===== config.mk =====
export PLATFORM = sky130hd
export DESIGN_NAME = reg_access_ctrl
export DESIGN_NICKNAME = d
export VERILOG_FILES = /design/src/rtl/reg_access_ctrl.sv
export SDC_FILE = /design/constraint.sdc
export NUM_CORES = 1
export LEC_CHECK = 0
export CAP_MARGIN = 10
export CORE_MARGIN = 5
export CORE_UTILIZATION = 42
export DETAILED_ROUTE_END_ITERATION = 10
export GPL_ROUTABILITY_DRIVEN = 0
export PLACE_DENSITY = 0.92
export SYNTH_ARGS = -nofsm -noshare
export SYNTH_HDL_FRONTEND = slang
export SYNTH_SLANG_ARGS = --single-unit

===== constraint.sdc =====
create_clock -name Clk -period 2.3 [get_ports Clk]
set_input_delay 0.345 -clock Clk [delete_from_list [all_inputs] [get_ports Clk]]
set_output_delay 0.345 -clock Clk [all_outputs]
set_load 0.03 [all_outputs]

===== src/rtl/reg_access_ctrl.sv =====
// Debug GPR access controller: accepts one read/write request at a time,
// stalls the core, performs a single-cycle register-file access while the
// core is halted, then returns one response with an error flag.
module reg_access_ctrl #(
    parameter int unsigned HALT_TIMEOUT = 16
) (
    input  logic        Clk,
    input  logic        Rst_n,
    input  logic        ReqValid,
    output logic        ReqReady,
    input  logic        ReqWrite,
    input  logic [4:0]  ReqAddr,
    input  logic [31:0] ReqWdata,
    output logic        RspValid,
    input  logic        RspReady,
    output logic [31:0] RspData,
    output logic        RspErr,
    output logic        HaltReq,
    input  logic        Halted,
    output logic [4:0]  RfAddrRs,
    input  logic [31:0] RfRdData,
    output logic [4:0]  RfAddrRd,
    output logic [31:0] RfWrData,
    output logic        RfRegWrite
);

    typedef enum logic [1:0] {
        IDLE      = 2'd0,
        HALT_WAIT = 2'd1,
        ACCESS    = 2'd2,
        RESP      = 2'd3
    } state_e;

    // Last counter value before the halt wait gives up.
    localparam logic [7:0] CNT_LAST = 8'(HALT_TIMEOUT - 1);

    state_e      state_q,    state_d;
    logic        write_q,    write_d;
    logic [4:0]  addr_q,     addr_d;
    logic [31:0] wdata_q,    wdata_d;
    logic [7:0]  cnt_q,      cnt_d;
    logic [31:0] rsp_data_q, rsp_data_d;
    logic        rsp_err_q,  rsp_err_d;

    // State and captured-request registers.
    // NOTE: every flop here has a reset value, so nothing captured from an
    // aborted request survives Rst_n; sequential state uses <= only so all
    // registers update together from the values of the previous cycle.
    always_ff @(posedge Clk or negedge Rst_n) begin
        if (!Rst_n) begin
            state_q    <= IDLE;
            write_q    <= 1'b0;
            addr_q     <= 5'd0;
            wdata_q    <= 32'd0;
            cnt_q      <= 8'd0;
            rsp_data_q <= 32'd0;
            rsp_err_q  <= 1'b0;
        end else begin
            state_q    <= state_d;
            write_q    <= write_d;
            addr_q     <= addr_d;
            wdata_q    <= wdata_d;
            cnt_q      <= cnt_d;
            rsp_data_q <= rsp_data_d;
            rsp_err_q  <= rsp_err_d;
        end
    end

    // Next-state logic and per-state handshake / register-file strobes.
    // NOTE: every signal assigned below gets a default first, so no path
    // through the case statement can leave one unassigned and infer a latch.
    always_comb begin
        state_d    = state_q;
        write_d    = write_q;
        addr_d     = addr_q;
        wdata_d    = wdata_q;
        cnt_d      = cnt_q;
        rsp_data_d = rsp_data_q;
        rsp_err_d  = rsp_err_q;
        ReqReady   = 1'b0;
        HaltReq    = 1'b1;
        RspValid   = 1'b0;
        RfRegWrite = 1'b0;

        unique case (state_q)
            IDLE: begin
                // Ready is masked while reset is held so nothing looks
                // acceptable before the block is out of reset.
                ReqReady = Rst_n;
                HaltReq  = 1'b0;
                if (ReqValid && Rst_n) begin
                    write_d    = ReqWrite;
                    addr_d     = ReqAddr;
                    wdata_d    = ReqWdata;
                    cnt_d      = 8'd0;
                    rsp_data_d = 32'd0;
                    rsp_err_d  = 1'b0;
                    state_d    = HALT_WAIT;
                end
            end

            HALT_WAIT: begin
                if (Halted) begin
                    state_d = ACCESS;
                end else if (cnt_q == CNT_LAST) begin
                    rsp_err_d  = 1'b1;
                    rsp_data_d = 32'd0;
                    state_d    = RESP;
                end else begin
                    cnt_d = cnt_q + 8'd1;
                end
            end

            ACCESS: begin
                state_d = RESP;
                if (!Halted) begin
                    // Core resumed under us: touch nothing, report failure.
                    rsp_err_d  = 1'b1;
                    rsp_data_d = 32'd0;
                end else if (write_q) begin
                    // x0 is hardwired; the write completes without a strobe.
                    RfRegWrite = (addr_q != 5'd0);
                    rsp_err_d  = 1'b0;
                    rsp_data_d = 32'd0;
                end else begin
                    rsp_err_d  = 1'b0;
                    rsp_data_d = RfRdData;
                end
            end

            RESP: begin
                RspValid = 1'b1;
                if (RspReady) begin
                    state_d = IDLE;
                end
            end

            default: begin
                state_d = IDLE;
            end
        endcase
    end

    // The register-file address/data buses simply present the captured request.
    assign RfAddrRs = addr_q;
    assign RfAddrRd = addr_q;
    assign RfWrData = wdata_q;
    assign RspData  = rsp_data_q;
    assign RspErr   = rsp_err_q;

endmodule


* Yosys cells after proc, flatten, opt, wreduce, memory -nomap -nowiden
Cells that the tools add are included.
** Storage, ports and cells
- Bits in registers :: 81
- Latch bits :: 0
- Memory bits (writable) :: 0
- ROM bits :: 0
- Bits of input ports :: 75
- Output and inout bits :: 79
- Word-level logic and storage cells :: 53
- Memories :: 0
** Operators by class
- $add $sub $neg :: 1
- Multiply operators :: 0
- Div/mod/pow operators :: 0
- $lt $le $gt $ge :: 0
- Eq/ne operators :: 10
- Shifts and indexed selects :: 0
- Multiplexer cells :: 26
- Bitwise gates (word level) :: 0
- Reduce and logical (&&, ||, !) cells :: 9
** Operator list (number)
- $mux W32 :: 5
- $pmux W32 S3 :: 1
- $mux W8 :: 3
- $pmux W8 S2 :: 1
- $mux W1 :: 10
- $ne A2 B2 Y1 const B :: 5
- $add A8 B1 Y8 const B :: 1
- $eq A8 B4 Y1 const B :: 1
- $mux W2 :: 4
- $pmux W2 S4 :: 1
- $reduce_and A4 Y1 :: 2
- $reduce_bool A5 Y1 :: 1
- $eq A2 B2 Y1 const B :: 2
- $ne A3 B3 Y1 const B :: 1
- $pmux W1 S3 :: 1
- $reduce_and A3 Y1 :: 1
- $reduce_bool A3 Y1 :: 1
- $eq A2 B1 Y1 const B :: 1
- $logic_not A2 Y1 :: 1
- $reduce_and A2 Y1 :: 1
- $reduce_bool A2 Y1 :: 1
- $logic_and A1 B1 Y1 :: 1

* Depth between registers and ports, before layout
- Depth in word-level cells :: 4
- Depth in mapped cells :: 8
- Mapped depth without buffers :: 6

* Worst setup path after synthesis
No wires, ideal clock.
- Kind :: register to register
- Start point :: register state_q[0]
- End point :: register addr_q[0] (netlist: RfAddrRd[0])
- Library setup time :: 0.125 ns
- Data arrival time :: 2.009 ns
- Data required time :: 2.175 ns
- Path slack :: 0.166 ns
- Cell stages (with the launch flop) :: 8
- Buffers on the path :: 2
- Clock period less this slack :: 2.134 ns
- Cell sequence :: dfrtp_1 -> inv_1 -> ha_1 -> and2_1 -> nand2_1 -> clkbuf_1 -> buf_2 -> mux2_2
** On the way
- Longest elaborated chain between the ends :: 2
** Ends and longest elaborated chain
- start: declaration :: line 37 : state_e state_q, state_d;
- start signal: assignment :: line 59 : state_q <= state_d;
- $logic_not A2 Y1 :: line 85 : unique case (state_q)
- $reduce_and A2 Y1 (no source line)
- end signal: assignment :: line 61 : addr_q <= addr_d;
- end: declaration :: line 39 : logic [4:0] addr_q, addr_d;
Every way passes these cells.
A chain may end at the register's enable or synchronous reset.

* Worst setup path in the final report
- Start point :: register state_q[0]
- End point :: register rsp_data_q[27] (netlist: RspData[27])
** On the way
- Longest elaborated chain between the ends :: 3
- Elaborated cells on any way between the ends :: 9
- Those cells by class :: eq/ne: 5; mux: 1; reduce/logical: 3
** Ends and longest elaborated chain
- $eq A2 B1 Y1 (tied with other cells) :: line 85
- $ne A2 B2 Y1 (no source line) or $reduce_bool A3 Y1 (tied branches)
- $reduce_and A4 Y1 (no source line)
- end signal: assignment :: line 64 : rsp_data_q <= rsp_data_d;
- end: declaration :: line 42 : logic [31:0] rsp_data_q, rsp_data_d;
Several ways; a longest one is shown, not always the timed one.

==> results.yml <==
placement:
  dpl.cell_count: 548
  portBuffers: 153
  place_hpwl_mm: 6.76
layout:
  drive_above_1_share: 0.148
  fin_cells: 563
  antennaDiodeCount: 0
  final_net_count: 534
  syn_to_final_growth_pct: 50.8
routing:
  postRouteWirelength_mm: 8.95
  routedWlPerCell_um: 15.9
  num_vias: 2755
  drtAntennaViolNets: 0
  drt_iter0_markers: 55
  dr.pass1.iters: 4
  vias_per_cell: 4.89
  drc: 0
synthesis:
  ys_types: 36
  ys.warnings.count: 0
  syn_inst: 300
  ys_top_cells_by_count: "81 x dfrtp_1, 39 x mux2_2, 36 x inv_1, 36 x nand2_1, 33 x mux2i_1"
  seq_area_frac_synth: 0.563
  async_reset_ff_frac: 1.00
  syn_avg_cell_area_um2: 12.0
  yosysTopAreaCell: "dfrtp_1"
  ys_ff_latch: 81
  synth_most_common_cell: "dfrtp_1"
  synth_ff_type: "dfrtp_1"
  synth.area.top_cells: "dfrtp_1 56%, mux2_2 12%, mux2i_1 9.2%, inv_1 3.8%, nand2_1 3.8%"
  synth_edf_count: 0
  synth_nets: 380
  synth_area_um2: 3600
  yosysTopAreaCellShare: 0.563
critical_path:
  timing.rr.start: "state_q[0]"
  path_common_cell: "buf_4"
  cp-startpoint: "state_q[0]"
  criticalPathCategory: "register to register"
  timing.rr.end: "RspData[27]"
  worst-path-buf-inv: 3
  path_cells: "inv_1, ha_1, a21boi_1, buf_4, a211o_2, buf_4, mux2i_1"
  crit_cells: 7
  r2r_slack_ps: 160
  crit_arrival_ps: 2400
  endpoint_kind: "register"
  cp_slowest_stage_delay_ps: 450
  cp_top_family: "buffers and inverters"
  required_ps: 2560
  crit_fanout: 33
  endpoint: "RspData[27]"
  reg2reg_depth: 7
  cp-start-kind: "register"
  crit_path_top_delay_cell: "buf_4"
global_route:
  grt_pass1_wl_mm: 14.0
  overflow: 0
  antenna_found_initial: 0
  grt_max_degree: 82
  track_usage: 0.171
  grt_pass1_vias: 2935
timing:
  tightest_slew_ps: 1010
  finalHoldViolations: 0
  relSlewSlack: 0.323
  slew_violations: 0
  final-setup-viol-count: 0
  whs_ps: 281
  rsz0062_at_grt: "false"
  fin_crit_sh: 0.929
  skew_ps: 9.04
  setup_tns_ps: 0
  max_freq_mhz: 468
  fin_crit_ps: 2140
clocking:
  clk_latency_ps: 350
  cts_htree_levels: 3
  cts_buffers: 9
  cts_resized: 2
  clockBufferDepth: 2
  postCtsSetupRepairBufs: 0
  clockRootBuffer: "clkbuf_8"
  clk_pin_slew_ps: 90
  cts_tree: "built"
  holdBufCountCts: 0
  clock_sinks: 81
die:
  rows: 33
  die_area_um2: 10500
  start_util: 0.434
  core_um2: 8300
  die_w_um: 103
  die_h_um: 103
  io_pins: 154
min_path:
  hold_path_class: "input port to async pin"
power:
  switching_share: 0.412
  power_uw: 7710
  p_per_area_nw_per_um2: 1420
  seq_power_share: 0.305
  pwr-share-comb: 0.543
  p_leak_uw: 0.00244
  p_int_uw: 4530
  irDropWorstVdd_mv: 0.862
  clkPwrFrac: 0.152
  p_switching_uw: 3170
run:
  max-cap-violations: 0
outcome:
  outcome: "completed"
-- sequential cells by signal, indices dropped and copies added, names as in the netlist --
| name | flops |
|---|---|
| RspErr | 1 |
| cnt_q | 8 |
| RfWrData | 32 |
| state_q | 2 |
| RspData | 32 |
| write_q | 1 |
| RfAddrRd | 5 |
-- worst register-to-register path: cells and delay by family (launching register included) --
family                     cells  cell delay, ps
AOI/OAI and AO/OA              2             420
buffers and inverters          3             740
muxes                          1             300
adders and majority gates      1             160
DFF                            1             440
-- layout by cell type (no fill, tap or decap), types with 3 or more instances in the layout --
master and n:
a211o_1 3, nand3b_1 3, inv_1 36, and3_1 4, clkbuf_8 10, dfrtp_1 81, nand2_1 36, inv_6 3
buf_4 11, nor2b_1 3, mux2i_1 33, nand3_1 3, nor2_1 4, clkdlybuf4s50_1 149, mux2_2 39, a22o_1 3
nor3_1 4, o21ai_0 4, ha_1 5
-- power by group through the flow --
stage	combinational [uW]	clock, uW	sequential [uW]
global route	4430	1260	2430
floorplan	1670	0	3370
finish	4190	1170	2350
detailed placement	4240	0	2380
CTS	4240	1210	2350
global placement	4150	0	2340
-- how the worst min path moves through the flow --
stage / end / slack (ps) / cells after the start
after floorplan: RfAddrRd[0] / 50 / 0
after global placement: RfWrData[9] / 490 / 1
after detailed placement: RfWrData[20] / 490 / 1
after CTS: RfWrData[25] / 320 / 2
after global routing: RfWrData[22] / 380 / 2
final: RfAddrRd[0] / 280 / 2
-- layout make-up --
| type | count | area, um2 |
|---|---|---|
| timing repair buffer | 162 | 1590 |
| inverter | 36 | 135 |
| fill | 655 | 2870 |
| sequential | 81 | 2030 |
| multi-input combinational | 164 | 1320 |
| clock inverter | 5 | 86.3 |
| clock buffer | 10 | 138 |
| tap | 105 | 131 |
-- cell families (layout without fill, tap and decap cells) --
family | after synthesis | after routing | share of synthesized area
buf+inv | 55 | 213 | 0.0720
fa+ha+maj | 5 | 5 | 0.0174
xor+xnor | 2 | 2 | 0.00487
compound gates | 22 | 22 | 0.0449
mux | 72 | 72 | 0.214
simple gates | 63 | 63 | 0.0838
flops | 81 | 81 | 0.563
-- metrics by stage --
| stage | area, um2 | utilization | setup slack (ps) |
|---|---|---|---|
| 4_1_cts | 5430 | 0.654 | 165 |
| 3_5_place_dp | 5200 | 0.627 | 107 |
| 2_1_floorplan | 3600 | - | 166 |
| 5_1_grt | 5430 | 0.654 | 9.87 |
| 6_report | 5430 | 0.654 | 164 |
| 3_3_place_gp | 5200 | 0.627 | 142 |
-- routing by layer --
layer | up-vias | global-route usage | part of all wire
met5 | - | 0 | 0
met1 | 1348 | 0.205 | 0.39
li1 | 1295 | - | -
met2 | 105 | 0.292 | 0.51
met3 | 7 | 0.0568 | 0.089
met4 | 0 | 0.0515 | 0.0064
Power figures use the tool's default switching activity.
